`src/rtl/facache_arb.sv`:
```
`default_nettype none
// ============================================================================
// Module      : facache_arb
// Description : Arbiter in front of a small fully-associative cache. Serves
//               two read ports and one insert port, one cache operation in
//               flight at a time, with round-robin between the readers and a
//               bounded insert streak while reads are waiting.
// Revision    : 1.0 - initial release
// ============================================================================
module facache_arb #(
    parameter int STREAK_MAX = 3
) (
    input  logic        clk,
    input  logic        rst_n,
    // read requesters
    input  logic        r0_req,
    input  logic [15:0] r0_adr,
    output logic        r0_gnt,
    input  logic        r1_req,
    input  logic [15:0] r1_adr,
    output logic        r1_gnt,
    // insert requester
    input  logic        ins_req,
    input  logic [15:0] ins_adr,
    input  logic [15:0] ins_data,
    output logic        ins_gnt,
    // read responses
    output logic        rsp_valid,
    output logic        rsp_id,
    output logic        rsp_hit,
    output logic [15:0] rsp_data,
    // forwarded evictions
    output logic        ev_valid,
    output logic [15:0] ev_adr,
    output logic [15:0] ev_data,
    // cache side
    output logic [15:0] c_adr,
    output logic        c_read_en,
    output logic [15:0] c_ins_adr,
    output logic [15:0] c_ins_data,
    output logic        c_ins_valid,
    input  logic [15:0] c_data_out,
    input  logic        c_valid_out,
    input  logic [15:0] c_ev_adr,
    input  logic [15:0] c_ev_data,
    input  logic        c_ev_valid,
    output logic        busy
);

    localparam logic [2:0] c_STREAK_MAX = 3'(STREAK_MAX);

    typedef enum logic [2:0] {
        IDLE     = 3'd0,
        RD       = 3'd1,
        RD_WAIT  = 3'd2,
        INS      = 3'd3,
        INS_WAIT = 3'd4
    } state_t;

    state_t      r_state;
    state_t      w_state_nxt;
    logic        w_rd_pend;
    logic        w_rd_gnt;
    logic        r_rr;        // 0: r0 preferred, 1: r1 preferred
    logic [2:0]  r_streak;    // inserts granted back-to-back over waiting reads
    logic [15:0] r_rd_adr;
    logic        r_rd_id;
    logic [15:0] r_ins_adr;
    logic [15:0] r_ins_data;

    assign w_rd_pend = r0_req | r1_req;
    assign w_rd_gnt  = r0_gnt | r1_gnt;
    assign busy      = (r_state != IDLE);

    // State register
    always_ff @(posedge clk or negedge rst_n) begin
        if (!rst_n) begin
            r_state <= IDLE;
        end else begin
            r_state <= w_state_nxt;
        end
    end

    // Arbitration, next state and cache strobes; grants are held off while
    // reset is asserted so nothing is offered during reset.
    always_comb begin
        w_state_nxt = r_state;
        r0_gnt      = 1'b0;
        r1_gnt      = 1'b0;
        ins_gnt     = 1'b0;
        c_read_en   = 1'b0;
        c_adr       = 16'h0000;
        c_ins_valid = 1'b0;
        c_ins_adr   = 16'h0000;
        c_ins_data  = 16'h0000;
        case (r_state)
            IDLE: begin
                if (rst_n) begin
                    if (ins_req && (!w_rd_pend || (r_streak < c_STREAK_MAX))) begin
                        ins_gnt     = 1'b1;
                        w_state_nxt = INS;
                    end else if (r0_req && (!r1_req || !r_rr)) begin
                        r0_gnt      = 1'b1;
                        w_state_nxt = RD;
                    end else if (r1_req) begin
                        r1_gnt      = 1'b1;
                        w_state_nxt = RD;
                    end
                end
            end
            RD: begin
                c_read_en   = 1'b1;
                c_adr       = r_rd_adr;
                w_state_nxt = RD_WAIT;
            end
            RD_WAIT: begin
                w_state_nxt = IDLE;
            end
            INS: begin
                c_ins_valid = 1'b1;
                c_ins_adr   = r_ins_adr;
                c_ins_data  = r_ins_data;
                w_state_nxt = INS_WAIT;
            end
            INS_WAIT: begin
                w_state_nxt = IDLE;
            end
            default: begin
                w_state_nxt = IDLE;
            end
        endcase
    end

    // Request latching plus round-robin pointer and insert-streak bookkeeping
    always_ff @(posedge clk or negedge rst_n) begin
        if (!rst_n) begin
            r_rr       <= 1'b0;
            r_streak   <= 3'd0;
            r_rd_adr   <= 16'h0000;
            r_rd_id    <= 1'b0;
            r_ins_adr  <= 16'h0000;
            r_ins_data <= 16'h0000;
        end else begin
            if (ins_gnt) begin
                r_ins_adr  <= ins_adr;
                r_ins_data <= ins_data;
                if (w_rd_pend) begin
                    r_streak <= (r_streak == c_STREAK_MAX) ? r_streak : r_streak + 3'd1;
                end else begin
                    r_streak <= 3'd0;
                end
            end
            if (w_rd_gnt) begin
                r_rd_adr <= r1_gnt ? r1_adr : r0_adr;
                r_rd_id  <= r1_gnt;
                // prefer the reader that was not just served
                r_rr     <= ~r1_gnt;
                r_streak <= 3'd0;
            end
        end
    end

    // Single-cycle response and eviction pulses captured at the end of the wait states
    always_ff @(posedge clk or negedge rst_n) begin
        if (!rst_n) begin
            rsp_valid <= 1'b0;
            rsp_id    <= 1'b0;
            rsp_hit   <= 1'b0;
            rsp_data  <= 16'h0000;
            ev_valid  <= 1'b0;
            ev_adr    <= 16'h0000;
            ev_data   <= 16'h0000;
        end else begin
            rsp_valid <= 1'b0;
            ev_valid  <= 1'b0;
            if (r_state == RD_WAIT) begin
                rsp_valid <= 1'b1;
                rsp_id    <= r_rd_id;
                rsp_hit   <= c_valid_out;
                rsp_data  <= c_valid_out ? c_data_out : 16'h0000;
            end
            if ((r_state == INS_WAIT) && c_ev_valid) begin
                ev_valid <= 1'b1;
                ev_adr   <= c_ev_adr;
                ev_data  <= c_ev_data;
            end
        end
    end

endmodule
`default_nettype wire

```
`config.mk`:
```
export PLATFORM = sky130hd
export DESIGN_NAME = facache_arb
export DESIGN_NICKNAME = d
export VERILOG_FILES = /design/src/rtl/facache_arb.sv
export SDC_FILE = /design/constraint.sdc
export NUM_CORES = 1
export LEC_CHECK = 0
export CAP_MARGIN = 30
export CORE_MARGIN = 2
export CORE_UTILIZATION = 41
export CTS_CLUSTER_DIAMETER = 200
export DETAILED_ROUTE_END_ITERATION = 16
export PLACE_DENSITY = 0.8
export SLEW_MARGIN = 10
export SYNTH_ARGS = -nofsm -noshare
export SYNTH_HDL_FRONTEND = slang
export SYNTH_SLANG_ARGS = --single-unit
```
`constraint.sdc`:
```
create_clock -name clk -period 2.6 [get_ports clk]
set_input_delay 0.52 -clock clk [delete_from_list [all_inputs] [get_ports clk]]
set_output_delay 0.52 -clock clk [all_outputs]
set_load 0.05 [all_outputs]
```
# --- Yosys cells after proc, flatten, opt, wreduce, memory -nomap -nowiden ---
# Cells that the tools add are included.
classes:
  addsub: 1
  n_lt_le_gt_ge: 1
  n_eq_ne: 8
  mux: 30
  bitwise_logic: 3
  n_reduce_logical: 13
ops:
  columns: ["op", "n"]
  rows:
  - ["2-to-1 mux 16 bit", 5]
  - ["2-to-1 mux 3 bit", 8]
  - ["2-to-1 mux 1 bit", 16]
  - ["== test 3 x 2 -> 1 bit, second input constant", 3]
  - ["case mux 3 bit (3 select lines)", 1]
  - ["inequality test 4 bit, second input constant", 1]
  - ["AND reduction 2 bit", 2]
  - ["adder 3 x 1 -> 3 bit, second input constant", 1]
  - ["== test 3 x 1 -> 1 bit, second input constant", 1]
  - ["== test 3 bit, second input constant", 1]
  - ["logical AND 1 bit", 3]
  - ["zero test 1 bit", 3]
  - ["zero test 3 bit", 1]
  - ["< comparator 3 x 2 -> 1 bit, second input constant", 1]
  - ["inequality test 3 bit, second input constant", 1]
  - ["nonzero test 3 bit", 1]
  - ["logical OR 1 bit", 2]
  - ["inequality test 2 bit, second input constant", 1]
  - ["bitwise OR 1 bit", 2]
  - ["nonzero test 2 bit", 1]
  - ["inverter 1 bit", 1]
totals:
  ff_bits: 108
  inputBits: 119
  wordCells: 70

# --- Longest topological paths before layout ---
logic_depth:
  depth_word: 10
  mapped_depth: 6

# --- Least setup slack after synthesis ---
# No wires, ideal clock.
synth_timing:
  path_type: "reg2out"
  startpoint: "reg r_state[1]"
  endpoint: "out r1_gnt"
  arrival_ps: 2182
  required_time_ps: 2080
  path_slack_ps: -102
  path_stages_with_launch: 6
  path_cell_list: "dfrtp_1 > buf_6 > or4b_4 > a221o_1 > buf_6 > nor2b_1"
synth_via:
  elab_chain_len: 2
synth_rtl:
  columns: ["item", "line", "rtl"]
  rows:
  - ["start: declaration", "60", "state_t r_state;"]
  - ["start signal: assignment", "80", "r_state <= w_state_nxt;"]
  - ["zero test 3 bit", "96", "case (r_state)"]
  - ["2-to-1 mux 1 bit", "96", null]
  - ["end: declaration", "21", "output logic r1_gnt,"]
# No other way between the ends.

# --- Worst setup path in the final report ---
layout_timing:
  startpoint: "reg r_state[2]"
  endpoint: "out r1_gnt"
# The elaborated chain is that of the path after synthesis.

==> qor.csv <==
metric,value,unit
status,"complete, no violations",
finalNetCount,724,
route.met2.wl,6590,um
htree_levels,3,
r2r_cells,6,
route.met3.wl,797,um
coreArea,11400,um^2
viasPerCell,4.96,
num_vias,3723,
remaining_drc_errors,0,
cts_buffers,9,
clk_pin_slew,0.07,ns
r2r_start,r_state[1],
fin_hold_ws,0.359,ns
synth_area_per_cell,12.6,um^2
vdd_drop_max,0.756,mV
reg2reg_slack,0.69,ns
cap_violations,0,
synth_nets,498,
clock-sinks,108,
min_period,2.52,ns
p_leak,0.00350,uW
syn_area,4760,um^2
worstMarginPinSlew,0.747,ns
first_iter_violations,115,
nFillCells,825,
fin_worst_skew,0.00791,ns
setup-tns-final,0,ns
rsz0062_at_grt,false,
worst-setup-path-type,reg2out,
worstReg2RegEnd,r_ins_data[8],
tritoncts,yes,
io_buffers,224,
wl_per_cell,16.8,um
grt_overflow,0,
crit_fanout,9,
cts_buffer_depth,2,
initial_utilization,0.419,
fp-row-count,39,
n_antenna_cell,0,
post-route-period-util,0.970,
met1_length,5000,um
path_cells,or4b_4 -> a221o_1 -> nor2b_2 -> buf_12,
cts-root-buf,clkbuf_16,
cp_num_buf_inv,1,
topRoutingLayerUsed,met4,
drv_slew,0,
die_y,112,um
place.gp.congestion,0.768,
dp_hpwl,9450,um
hold_viol_final,0,
crit_required,2.08,ns
finalNonFillerCells,750,
grt_pass1_wl,20500,um
cp_slowest_stage_delay,0.55,ns
dp.cells,733,
layout_commonest_cell,clkdlybuf4s50_1,
layout_common_cells,"170 x clkdlybuf4s50_1, 107 x dfrtp_1, 49 x and2_1",
cp-start-kind,register,
drive_gt1_frac,0.255,
ys_seq_area_frac,0.568,
grt_pass1_vias,4016,
ioPinCount,225,
wirelength,12600,um
synthCells,377,
antenna_found_initial,0,
clk_latency,0.33,ns
pwr_density_cell,1110,nW/um^2
area_growth,67.0,%
yosys_warnings,0,
final-setup-viol-count,0,
cpMaxStageDelayCell,or4b_4,
antenna_left,0,
ys_seq_elements,108,
ctsHoldBuffers,0,
relSlewSlack,0.502,
arrival,2.00,ns
grt_usage,0.204,
grt_max_degree,61,
synth_cell_types,33,
fmax,0.397,GHz
firstDrtPassIters,4,
cp_top_family,simple AND/OR/NAND/NOR gates,
die_x,112,um
crit_path_end_kind,output pin,
dieArea,12500,um^2
hp-class,in2async,
[worst max path at each step]
stage | cells after the start | to | start | slack, ns
2_1_floorplan | 4 | c_ins_adr[0] | r_state[2] | 0.05
3_3_place_gp | 6 | r_ins_data[1] | r1_req | 0.17
3_5_place_dp | 6 | r_ins_data[0] | r1_req | 0.08
4_1_cts | 4 | r1_gnt | r_state[1] | 0.003
5_1_grt | 4 | r1_gnt | r_state[0] | 0.003
6_report | 4 | r1_gnt | r_state[2] | 0.08
[final cells by class]
| class | instances | area, um^2 | area share |
|---|---|---|---|
| clock buffers | 11 | 233 | 0.0293 |
| clock inverters | 4 | 73.8 | 0.00929 |
| inverters | 7 | 26.3 | 0.00331 |
| multi-input cells | 238 | 1910 | 0.241 |
| flip-flops and latches | 108 | 2700 | 0.340 |
| well taps | 143 | 179 | 0.0225 |
| repair buffers | 239 | 2820 | 0.355 |
[sequential cells by signal (all words and copies together) (netlist names)]
name and flops:
rsp_valid 1, r_rd_id 1, r_state 3, rsp_id 1
r_streak 3, r_ins_data 16, ev_valid 1, r_rd_adr 16
rsp_hit 1, r_ins_adr 16, rsp_data 16, ev_adr 16
r_rr 1, ev_data 16
[cell families (layout without fill, tap and decap cells)]
| group | Yosys count | after routing | synth area share |
|---|---|---|---|
| AND/OR/NAND/NOR | 105 | 105 | 0.121 |
| flip-flops | 108 | 108 | 0.568 |
| multiplexers | 67 | 67 | 0.181 |
| buffers and inverters | 31 | 261 | 0.0337 |
| AO/OA/AOI/OAI | 64 | 64 | 0.0910 |
| adder cells (fa/ha/maj) | 2 | 2 | 0.00526 |
[what timing repair did]
item	CTS	global route
gates resized for setup	0	1
endpoints found under the setup margin	0	1
setup buffers	0	2
[Yosys cell counts (all sizes together)]
| cell | instances | area share |
|---|---|---|
| or3 | 1 | 0.0013 |
| dfrtp | 108 | 0.57 |
| or4b | 1 | 0.0029 |
| nor2b | 2 | 0.0026 |
| nand3 | 2 | 0.0021 |
| nor3b | 2 | 0.0032 |
| a21oi | 4 | 0.0042 |
| clkbuf | 14 | 0.011 |
| and2 | 49 | 0.064 |
| nor3 | 3 | 0.0042 |
| o2bb2ai | 16 | 0.029 |
| nand3b | 1 | 0.0016 |
| o211ai | 1 | 0.0016 |
| a22oi | 17 | 0.027 |
| nand2b | 2 | 0.0026 |
| o21ai | 24 | 0.025 |
| inv | 7 | 0.0055 |
| buf | 10 | 0.017 |
| ha | 2 | 0.0053 |
| or2 | 1 | 0.0013 |
| a221o | 1 | 0.0021 |
| nand2 | 36 | 0.028 |
| nor4b | 1 | 0.0018 |
| mux2i | 1 | 0.0021 |
| a211oi | 1 | 0.0016 |
| nor2 | 2 | 0.0016 |
| or4 | 1 | 0.0016 |
| mux2 | 66 | 0.18 |
| and3 | 1 | 0.0013 |
[metal layers]
| layer | track usage | vias to the layer above |
|---|---|---|
| li1 | - | 1759 |
| met1 | 0.245 | 1801 |
| met2 | 0.362 | 145 |
| met3 | 0.0474 | 18 |
| met4 | 0.0658 | 0 |
| met5 | 0 | - |
[worst reg2reg max path, delay by kind of cell, from the launching register on]
kind	cells	cell delay, ns
DFF	1	0.43
muxes	1	0.33
and+or+nand+nor	2	0.43
buffers and inverters	3	0.60
[where the power goes]
| group | internal (uW) | switching (uW) | leakage, uW |
|---|---|---|---|
| Sequential | 2430 | 416 | 0.00135 |
| Clock | 842 | 585 | 0.000150 |
| Combinational | 2010 | 2560 | 0.00201 |
| Total | 5280 | 3560 | 0.00350 |
[per-stage QoR]
| step | setup WS, ns | utilization | total power, uW | instance area (um^2) |
|---|---|---|---|---|
| 2_1_floorplan | 0.0545 | - | 5670 | 4760 |
| 3_3_place_gp | 0.173 | 0.671 | 7290 | 7620 |
| 3_5_place_dp | 0.0813 | 0.671 | 7440 | 7620 |
| 4_1_cts | 0.00335 | 0.698 | 8900 | 7930 |
| 5_1_grt | 0.00294 | 0.699 | 9250 | 7950 |
| 6_report | 0.0786 | 0.699 | 8840 | 7950 |
No activity file was read; power rests on OpenSTA's default activity.
